$ cat config.mk
export PLATFORM = sky130hd
export DESIGN_NAME = math_pipelined_arbiter
export DESIGN_NICKNAME = d
export VERILOG_FILES = /design/src/rtl/math_pipelined_arbiter.sv
export SDC_FILE = /design/constraint.sdc
export NUM_CORES = 1
export LEC_CHECK = 0
export CORE_ASPECT_RATIO = 1.25
export CORE_UTILIZATION = 36
export CTS_CLUSTER_SIZE = 25
export DETAILED_ROUTE_END_ITERATION = 10
export PLACE_DENSITY = 0.68
export SLEW_MARGIN = 20
export SYNTH_ARGS = -nofsm -noshare
export SYNTH_HDL_FRONTEND = slang
export SYNTH_SLANG_ARGS = --single-unit
$ cat constraint.sdc
create_clock -name clk -period 8.3 [get_ports clk]
set_input_delay 2.49 -clock clk [delete_from_list [all_inputs] [get_ports clk]]
set_output_delay 2.49 -clock clk [all_outputs]
set_load 0.03 [all_outputs]
$ cat src/rtl/math_pipelined_arbiter.sv
// Round-robin front end that shares one chunked ripple add/sub unit among NUM_REQ requesters.
// Only one operation is in flight at a time; the result is held on a valid/ready response port.

// Chunked add/sub unit. A ce pulse loads b and computes chunk 0. Each following cycle computes
// the next chunk from the held a operand and the carry of the previous chunk.
module math_pipelined #(
    parameter int WIDTH   = 16,
    parameter int LATENCY = 4
) (
    input  logic             i_clk,
    input  logic             i_rst_n,
    input  logic             i_ce,
    input  logic [WIDTH-1:0] i_i,
    input  logic [WIDTH-1:0] i_d,
    output logic [WIDTH-1:0] o_sum,
    output logic [WIDTH-1:0] o_sub
);
    localparam int CW = (WIDTH + LATENCY - 1) / LATENCY;
    localparam int PW = CW * LATENCY;
    localparam int IW = $clog2(LATENCY + 1);

    logic [PW-1:0] r_b;
    logic [PW-1:0] r_sum;
    logic [PW-1:0] r_sub;
    logic          r_cs;
    logic          r_cd;
    logic [IW-1:0] r_idx;

    logic [PW-1:0] w_a_pad;
    logic [PW-1:0] w_b_pad;
    logic [PW-1:0] w_mask;
    logic [31:0]   w_sh;
    logic [CW-1:0] w_ac;
    logic [CW-1:0] w_bc;
    logic [CW:0]   w_s;
    logic [CW:0]   w_d;
    logic          w_step;

    // Select the active chunk and form its sum and difference with the running carries.
    always_comb begin
        w_a_pad = PW'(i_d);
        w_b_pad = i_ce ? PW'(i_i) : r_b;
        w_sh    = i_ce ? 32'd0 : (32'(r_idx) * 32'(CW));
        w_ac    = CW'(w_a_pad >> w_sh);
        w_bc    = CW'(w_b_pad >> w_sh);
        w_s     = {1'b0, w_ac} + {1'b0, w_bc}  + {{CW{1'b0}}, (i_ce ? 1'b0 : r_cs)};
        w_d     = {1'b0, w_ac} + {1'b0, ~w_bc} + {{CW{1'b0}}, (i_ce ? 1'b1 : r_cd)};
        w_mask  = PW'({CW{1'b1}}) << w_sh;
        w_step  = i_ce || (r_idx != IW'(LATENCY));
    end

    // Chunk result, carry and chunk-index registers.
    always_ff @(posedge i_clk) begin
        if (!i_rst_n) begin
            r_b   <= '0;
            r_sum <= '0;
            r_sub <= '0;
            r_cs  <= 1'b0;
            r_cd  <= 1'b0;
            r_idx <= IW'(LATENCY);
        end else if (w_step) begin
            if (i_ce) begin
                r_b <= PW'(i_i);
            end
            r_idx <= i_ce ? IW'(1) : (r_idx + IW'(1));
            r_sum <= (r_sum & ~w_mask) | (PW'(w_s[CW-1:0]) << w_sh);
            r_sub <= (r_sub & ~w_mask) | (PW'(w_d[CW-1:0]) << w_sh);
            r_cs  <= w_s[CW];
            r_cd  <= w_d[CW];
        end
    end

    assign o_sum = r_sum[WIDTH-1:0];
    assign o_sub = r_sub[WIDTH-1:0];
endmodule

module math_pipelined_arbiter #(
    parameter int  WIDTH   = 16,
    parameter int  LATENCY = 4,
    parameter int  NUM_REQ = 4,
    localparam int IDW     = (NUM_REQ > 1) ? $clog2(NUM_REQ) : 1
) (
    input  logic                     clk,
    input  logic                     rst_n,
    input  logic [NUM_REQ-1:0]       req_valid,
    output logic [NUM_REQ-1:0]       req_ready,
    input  logic [NUM_REQ*WIDTH-1:0] req_a,
    input  logic [NUM_REQ*WIDTH-1:0] req_b,
    input  logic [NUM_REQ-1:0]       req_op,
    output logic                     resp_valid,
    input  logic                     resp_ready,
    output logic [WIDTH-1:0]         resp_data,
    output logic [IDW-1:0]           resp_id,
    output logic                     busy
);
    localparam int CNTW = (LATENCY > 1) ? $clog2(LATENCY) : 1;

    typedef enum logic [1:0] {S_IDLE, S_ISSUE, S_WAIT, S_RESP} state_t;

    state_t           r_state;
    state_t           w_next;
    logic [IDW-1:0]   r_rr;
    logic [CNTW-1:0]  r_cnt;
    logic [WIDTH-1:0] r_a;
    logic [WIDTH-1:0] r_b;
    logic             r_op;
    logic [IDW-1:0]   r_id;
    logic             r_resp_valid;
    logic [WIDTH-1:0] r_resp_data;
    logic [IDW-1:0]   r_resp_id;

    logic             w_any;
    logic [IDW-1:0]   w_pick;
    logic [IDW-1:0]   w_cand;
    logic [WIDTH-1:0] w_sel_a;
    logic [WIDTH-1:0] w_sel_b;
    logic             w_sel_op;
    logic             w_ce;
    logic [WIDTH-1:0] w_unit_i;
    logic [WIDTH-1:0] w_unit_d;
    logic [WIDTH-1:0] w_sum;
    logic [WIDTH-1:0] w_sub;

    math_pipelined #(.WIDTH(WIDTH), .LATENCY(LATENCY)) u_unit (
        .i_clk   (clk),
        .i_rst_n (rst_n),
        .i_ce    (w_ce),
        .i_i     (w_unit_i),
        .i_d     (w_unit_d),
        .o_sum   (w_sum),
        .o_sub   (w_sub)
    );

    // Round-robin pick: scan downward so the lowest offset from the pointer wins.
    always_comb begin
        w_any    = 1'b0;
        w_pick   = '0;
        w_cand   = '0;
        w_sel_a  = '0;
        w_sel_b  = '0;
        w_sel_op = 1'b0;
        for (int j = NUM_REQ - 1; j >= 0; j--) begin
            w_cand = IDW'((int'(r_rr) + j) % NUM_REQ);
            if (req_valid[w_cand]) begin
                w_any  = 1'b1;
                w_pick = w_cand;
            end else begin
                w_any  = w_any;
            end
        end
        for (int n = 0; n < NUM_REQ; n++) begin
            if (w_pick == IDW'(n)) begin
                w_sel_a  = req_a[n*WIDTH +: WIDTH];
                w_sel_b  = req_b[n*WIDTH +: WIDTH];
                w_sel_op = req_op[n];
            end else begin
                w_sel_op = w_sel_op;
            end
        end
    end

    // State register.
    always_ff @(posedge clk) begin
        if (!rst_n) begin
            r_state <= S_IDLE;
        end else begin
            r_state <= w_next;
        end
    end

    // Next-state logic.
    always_comb begin
        w_next = r_state;
        case (r_state)
            S_IDLE:  w_next = w_any ? S_ISSUE : S_IDLE;
            S_ISSUE: w_next = S_WAIT;
            S_WAIT:  w_next = (r_cnt == CNTW'(0)) ? S_RESP : S_WAIT;
            S_RESP:  w_next = resp_ready ? S_IDLE : S_RESP;
            default: w_next = S_IDLE;
        endcase
    end

    // State outputs: grant, unit strobe and unit operands (zero outside ISSUE/WAIT).
    always_comb begin
        req_ready = '0;
        w_ce      = 1'b0;
        w_unit_i  = '0;
        w_unit_d  = '0;
        case (r_state)
            S_IDLE: begin
                if (w_any) begin
                    req_ready[w_pick] = 1'b1;
                end else begin
                    req_ready = '0;
                end
            end
            S_ISSUE: begin
                w_ce     = 1'b1;
                w_unit_i = r_b;
                w_unit_d = r_a;
            end
            S_WAIT:  w_unit_d = r_a;
            S_RESP:  w_unit_d = '0;
            default: w_unit_d = '0;
        endcase
    end

    // Request latch, rr pointer, ripple counter and response registers.
    always_ff @(posedge clk) begin
        if (!rst_n) begin
            r_rr         <= '0;
            r_cnt        <= '0;
            r_a          <= '0;
            r_b          <= '0;
            r_op         <= 1'b0;
            r_id         <= '0;
            r_resp_valid <= 1'b0;
            r_resp_data  <= '0;
            r_resp_id    <= '0;
        end else begin
            case (r_state)
                S_IDLE: begin
                    if (w_any) begin
                        r_a  <= w_sel_a;
                        r_b  <= w_sel_b;
                        r_op <= w_sel_op;
                        r_id <= w_pick;
                        r_rr <= (w_pick == IDW'(NUM_REQ - 1)) ? '0 : (w_pick + IDW'(1));
                    end
                end
                S_ISSUE: r_cnt <= CNTW'(LATENCY - 1);
                S_WAIT: begin
                    if (r_cnt == CNTW'(0)) begin
                        r_resp_data  <= r_op ? w_sub : w_sum;
                        r_resp_id    <= r_id;
                        r_resp_valid <= 1'b1;
                    end else begin
                        r_cnt <= r_cnt - CNTW'(1);
                    end
                end
                S_RESP: begin
                    if (resp_ready) begin
                        r_resp_valid <= 1'b0;
                    end
                end
                default: r_resp_valid <= 1'b0;
            endcase
        end
    end

    assign resp_valid = r_resp_valid;
    assign resp_data  = r_resp_data;
    assign resp_id    = r_resp_id;
    assign busy       = (r_state != S_IDLE);
endmodule

Word-level counts from Yosys, hierarchy flattened:

Index checks and enable logic that the tools add are counted.

* logic and storage cells: 117
* input bits: 139
* register bits: 113

* bitwise logic cells: 6
* reduce and logical (&&, ||, !) cells: 13
* $add $sub $neg: 10
* equal/unequal tests: 10
* multiplexer cells: 51
* order comparisons: 6
* shifts and indexed selects: 5

Operators with widths (count)
* 16-bit two-way mux: 12
* 4-bit by 32-bit left shift with 16-bit output: 2
* 16-bit by 32-bit right shift with 4-bit output: 2
* 16-bit AND: 2
* 16-bit OR: 2
* 4-bit by 32-bit left shift with 16-bit output, first input constant: 1
* 1-bit two-way mux: 20
* 16-bit NOT: 1
* 2-bit by 3-bit less-than comparator with 1-bit output, second input constant: 5
* 2-bit two-way mux: 7
* 4-bit by 4-bit adder with 5-bit output: 2
* 5-bit by 1-bit adder with 5-bit output: 2
* 1-bit binary-select mux with 2-bit select: 4
* 2-bit == test, second input constant: 4
* 4-bit two-way mux: 2
* 2-bit one-hot mux with 4 select lines: 1
* 2-bit zero test: 3
* 2-bit != test, second input constant: 3
* 2-bit AND reduction: 3
* 2-bit nonzero test: 3
* 5-bit two-way mux: 1
* 2-bit by 1-bit adder with 2-bit output, second input constant: 2
* 2-bit adder, second input constant: 2
* 2-bit by 1-bit == test with 1-bit output, second input constant: 2
* other kinds (13): 13

Longest topological paths before layout:

* depth after elaboration: 13
* mapped depth: 14
* gate-level depth less buffers: 12

Hierarchy:

Synthesis repeated with hierarchy kept, for this count alone.

* cells, all modules: 766
* area total of the unflattened synthesis: 6462.4 sq um

By module, submodules not included
* math_pipelined_arbiter: seq. area each 1201.2 sq um, times used 1, cells each 488, area each 3837.4 sq um
* math_pipelined: seq. area each 1061.0 sq um, times used 1, cells each 278, area each 2625.0 sq um

Least setup slack after synthesis:

OpenSTA, ideal clock, no wires.

* kind: input port to output port
* from: input port req_valid[2]
* to: output port req_ready[3]
* path slack: 1767 ps
* stages on the path: 7
* arrival time: 4043 ps
* cell sequence: mux2i_1 > nor2_1 > nor3_2 > ha_1 > clkbuf_1 > clkbuf_1 > and2_1

* word-level cells in the longest chain between the ends: 12

Ends and longest elaborated chain
* start: declaration: RTL line 85 `input logic [NUM_REQ-1:0] req_valid,`
* 1-bit binary-select mux with 2-bit select: RTL line 144 `if (req_valid[w_cand]) begin`
* 1-bit two-way mux (implied by the code): RTL line 144
* 2-bit two-way mux (3 in series): RTL line 144
* 2-bit two-way mux *: RTL line 144
* via w_pick[0]: RTL line 113 `logic [IDW-1:0] w_pick;`
* 2-bit by 3-bit less-than comparator with 1-bit output (implied by the code) or 2-bit by 1-bit greater-or-equal comparator with 1-bit output (tied branches): RTL line 192 `req_ready[w_pick] = 1'b1;`
* 1-bit logical AND (implied by the code): RTL line 192
* 1-bit two-way mux (implied by the code): RTL line 192
* 1-bit demux with 2-bit select *: RTL line 192
* 4-bit two-way mux *: RTL line 191 `if (w_any) begin`
* 4-bit two-way mux *: RTL line 189 `case (r_state)`
* end: declaration: RTL line 86 `output logic [NUM_REQ-1:0] req_ready,`

Mark *: on every way through the listed nets, which the timed path passes. The rest lies on a longest branch. The select of a mux whose other input is x is not followed.

Worst setup path after layout:

* from: input port req_valid[1]
* to: output port req_ready[2]

* word-level cells in the longest chain between the ends: 12

Ends and longest elaborated chain (RTL line)
* 1-bit binary-select mux with 2-bit select: 144
* 1-bit two-way mux (implied by the code): 144
* 2-bit two-way mux (4 in series): 144
* 2-bit by 3-bit less-than comparator with 1-bit output (implied by the code) or 2-bit by 1-bit greater-or-equal comparator with 1-bit output (tied branches): 192
* 1-bit logical AND (implied by the code): 192
* 1-bit two-way mux (implied by the code): 192
* 1-bit demux with 2-bit select: 192
* 4-bit two-way mux *: 191
* 4-bit two-way mux *: 189

Every way passes the cells marked *; elsewhere a longest branch is shown, timed or not. The select of a mux whose other input is x is not followed.

==> run_summary.xml <==
<?xml version="1.0" encoding="UTF-8"?>
<metrics>
  <group name="timing">
    <metric name="setup_ws" unit="ps">1070</metric>
    <metric name="min_period_over_period" unit="%">87.0</metric>
    <metric name="rsz_0062_raised_after_global_routing" unit="">no</metric>
    <metric name="worst_pin_slew" unit="ps">1100</metric>
    <metric name="fmaxAchievable" unit="GHz">0.138</metric>
    <metric name="max-slew-margin-rel" unit="%">26.5</metric>
    <metric name="timing_hold_violations_final" unit="">0</metric>
    <metric name="setup_viol" unit="">0</metric>
    <metric name="slew_violations" unit="">0</metric>
    <metric name="setup_tns_final" unit="ps">0</metric>
    <metric name="worst_clock_skew" unit="ps">9.46</metric>
    <metric name="layout_min_cycle_time" unit="ps">7230</metric>
  </group>
  <group name="synthesis">
    <metric name="synth_enable_flop_cells" unit="">0</metric>
    <metric name="ys_types" unit="">49</metric>
    <metric name="synthArstFlopShare" unit="%">0</metric>
    <metric name="synth.net_count" unit="">914</metric>
    <metric name="netlist_area" unit="mm^2">0.00604</metric>
    <metric name="netlist_top_cells_area" unit="">dfxtp_1, a21oi_1, mux2i_1</metric>
    <metric name="synth_common_cells" unit="">a21oi_1, dfxtp_1, o21ai_0</metric>
    <metric name="top_area_cell_type_share_of_the_netlist_area" unit="%">37.4</metric>
    <metric name="syn_area_per_cell" unit="um^2">8.01</metric>
    <metric name="netlist.top_cell.by_area" unit="">dfxtp_1</metric>
    <metric name="yosysMostFrequentCell" unit="">a21oi_1</metric>
    <metric name="synth_sequential_area_ratio" unit="%">37.4</metric>
    <metric name="synth_ff_type" unit="">dfxtp_1</metric>
    <metric name="synth_warn" unit="">0</metric>
    <metric name="syn-instance-count" unit="">754</metric>
    <metric name="synth_seq_cells" unit="">113</metric>
  </group>
  <group name="worst_setup_path">
    <metric name="critPathMaxFanout" unit="">74</metric>
    <metric name="worst_setup_path_start_kind" unit="">input pin</metric>
    <metric name="critPathArrivalTime" unit="ps">4740</metric>
    <metric name="critPathCaptureType" unit="">output port</metric>
    <metric name="r2r.worst_path.cells" unit="">10</metric>
    <metric name="worst_setup_path_startpoint" unit="">req_valid[1]</metric>
    <metric name="timing.rr.start" unit="">r_state[1]$_SDFF_PN0_</metric>
    <metric name="critPathRequiredTime" unit="ps">5810</metric>
    <metric name="path_class" unit="">in2out</metric>
  </group>
  <group name="floorplanning">
    <metric name="i_o_pins" unit="">163</metric>
    <metric name="placementRows" unit="">52</metric>
    <metric name="die_x" unit="um">118</metric>
    <metric name="floorplan.initialDensity" unit="%">37.0</metric>
    <metric name="fp.coreArea" unit="mm^2">0.0163</metric>
    <metric name="dieArea" unit="mm^2">0.0173</metric>
    <metric name="chipHeight" unit="um">147</metric>
  </group>
  <group name="place">
    <metric name="place.gp.congestion" unit="">0.811</metric>
    <metric name="portBuffers" unit="">162</metric>
    <metric name="placed_area" unit="mm^2">0.00772</metric>
    <metric name="detailedPlacementHpwl" unit="um">10900</metric>
    <metric name="worst_slack_placed" unit="ps">1090</metric>
  </group>
  <group name="global_route">
    <metric name="antenna_found_initial" unit="">0</metric>
    <metric name="first_pass_grt_wire_length" unit="um">25300</metric>
    <metric name="globalRouteTotalUtil" unit="%">17.9</metric>
    <metric name="largest_net_degree_at_the_start_of_global_routing" unit="">75</metric>
    <metric name="grt_pass1_vias" unit="">5221</metric>
    <metric name="global_route.overflow_total" unit="">0</metric>
  </group>
  <group name="run">
    <metric name="cap_viol_max_count" unit="">0</metric>
  </group>
  <group name="clock_tree">
    <metric name="htree_num_levels" unit="">4</metric>
    <metric name="tritoncts" unit="">built</metric>
    <metric name="cts.hold.buffers_added" unit="">0</metric>
    <metric name="insertion_delay" unit="ps">410</metric>
    <metric name="clk_transition_reported_paths" unit="ps">60</metric>
    <metric name="cts_buffer_depth" unit="">2</metric>
    <metric name="cts_num_sinks" unit="">113</metric>
    <metric name="cts_resized" unit="">0</metric>
    <metric name="total_cts_buffers" unit="">17</metric>
    <metric name="postCtsSetupRepairBufs" unit="">0</metric>
    <metric name="cts_root_buffer" unit="">clkbuf_16</metric>
  </group>
  <group name="drt">
    <metric name="route.antenna.remaining_nets" unit="">0</metric>
    <metric name="drt_wl_total" unit="um">15200</metric>
    <metric name="via_count" unit="">5554</metric>
    <metric name="route.detailed.drc" unit="">0</metric>
    <metric name="detailedRoute.firstIterationViolations" unit="">281</metric>
    <metric name="routedWlPerCell" unit="um">13.7</metric>
    <metric name="vias_per_cell" unit="">5.02</metric>
    <metric name="first_pass_iters" unit="">4</metric>
  </group>
  <group name="hold_path">
    <metric name="min-delay-start" unit="">resp_id[0]$_SDFFE_PN0P_</metric>
    <metric name="min_path_type" unit="">reg2reg</metric>
    <metric name="worstHoldPathCells" unit="">2</metric>
  </group>
  <group name="power">
    <metric name="ir_worst_vdd" unit="V">0.000176</metric>
    <metric name="power.switching_fraction" unit="%">35.5</metric>
    <metric name="power.leakage" unit="nW">3.09</metric>
    <metric name="clock_power_share" unit="%">31.6</metric>
    <metric name="p_switching" unit="uW">755</metric>
    <metric name="pwr-share-seq" unit="%">33.8</metric>
    <metric name="power.density" unit="mW/mm^2">257</metric>
    <metric name="power_report.internal_total" unit="mW">1.37</metric>
    <metric name="combPwrFrac" unit="%">34.6</metric>
  </group>
  <group name="finish">
    <metric name="utilization" unit="%">50.7</metric>
    <metric name="drive_above_1_share" unit="%">6.73</metric>
    <metric name="post-route-cell-area" unit="mm^2">0.00827</metric>
    <metric name="diodes" unit="">0</metric>
    <metric name="area.growth.synth_to_final" unit="%">36.9</metric>
    <metric name="num-nets-final" unit="">1039</metric>
  </group>
  <group name="status">
    <metric name="outcome" unit="">completed</metric>
  </group>
</metrics>
## power by group through the flow
stage                     Clock (mW)  Combinational (mW)  Sequential (mW)
after floorplan                    0               0.535            0.704
after global placement             0               0.730            0.727
after detailed placement           0               0.735            0.730
after CTS                      0.686               0.741            0.719
after global routing           0.714               0.826            0.733
final                          0.673               0.735            0.719
## final timing paths
check,slack [ps],endpoint
max reg2reg,4680,u_unit.o_sum[3]$_SDFFE_PN0P_
max,1070,req_ready[2]
min,460,resp_id[0]$_SDFFE_PN0P_
min reg2reg,460,resp_id[0]$_SDFFE_PN0P_
## area by class of cell
class	instances	area, um^2
sequential	113	2260
clock buffer	19	443
tap	216	270
multi-input combinational	526	3310
clock inverter	12	110
timing repair buffer	171	1690
inverter	50	188
fill	1587	8060
## metrics by stage
step	hold slack [ps]	instances	power, mW
after floorplan	432	754	1.24
after global placement	441	1076	1.46
after detailed placement	453	1076	1.46
after CTS	461	1107	2.15
after global routing	471	1107	2.27
final	455	1107	2.13
## placed cells by master, fill, tap and decap left out, types with 4 or more instances in the layout
master	n
a21oi_1	114
nor2_1	71
a211oi_1	39
nand2b_1	5
o21ai_0	80
dfxtp_1	113
clkdlybuf4s50_1	162
a22oi_1	34
ha_1	14
buf_4	9
clkinvlp_4	4
mux2i_1	45
fa_1	4
inv_1	47
clkbuf_16	17
nand2_1	54
and2_1	5
o22ai_1	5
nor2b_1	8
## per-layer routing
metal / GRT usage (%) / part of all wire, %
met2: 30.1 / 47
met5: 0 / 0
met3: 3.42 / 4.6
met1: 22.6 / 46
met4: 7.12 / 2.1
## registers in the layout, indices dropped and copies added, names as in the netlist
register      count
r_a              16
r_b              16
r_cnt             2
r_id              2
r_op              1
r_rr              2
r_state           2
resp_data        16
resp_id           2
resp_valid        1
u_unit.o_sub     16
u_unit.o_sum     16
u_unit.r_b       16
u_unit.r_cd       1
u_unit.r_cs       1
u_unit.r_idx      3
## worst max-delay path: stages
cell	delay [ps]
clkdlybuf4s50_1	460
nor4_1	590
nor2_4	30
buf_4	320
and2_1	250
clkdlybuf4s50_1	590
## logic make-up after synthesis
family	synth area share (%)
compound gates	28.3
xor+xnor	0.580
fa+ha+maj	4.84
buf+inv	8.03
flops	37.4
mux	8.57
simple gates	12.2
(Power assumes the default switching activity.)
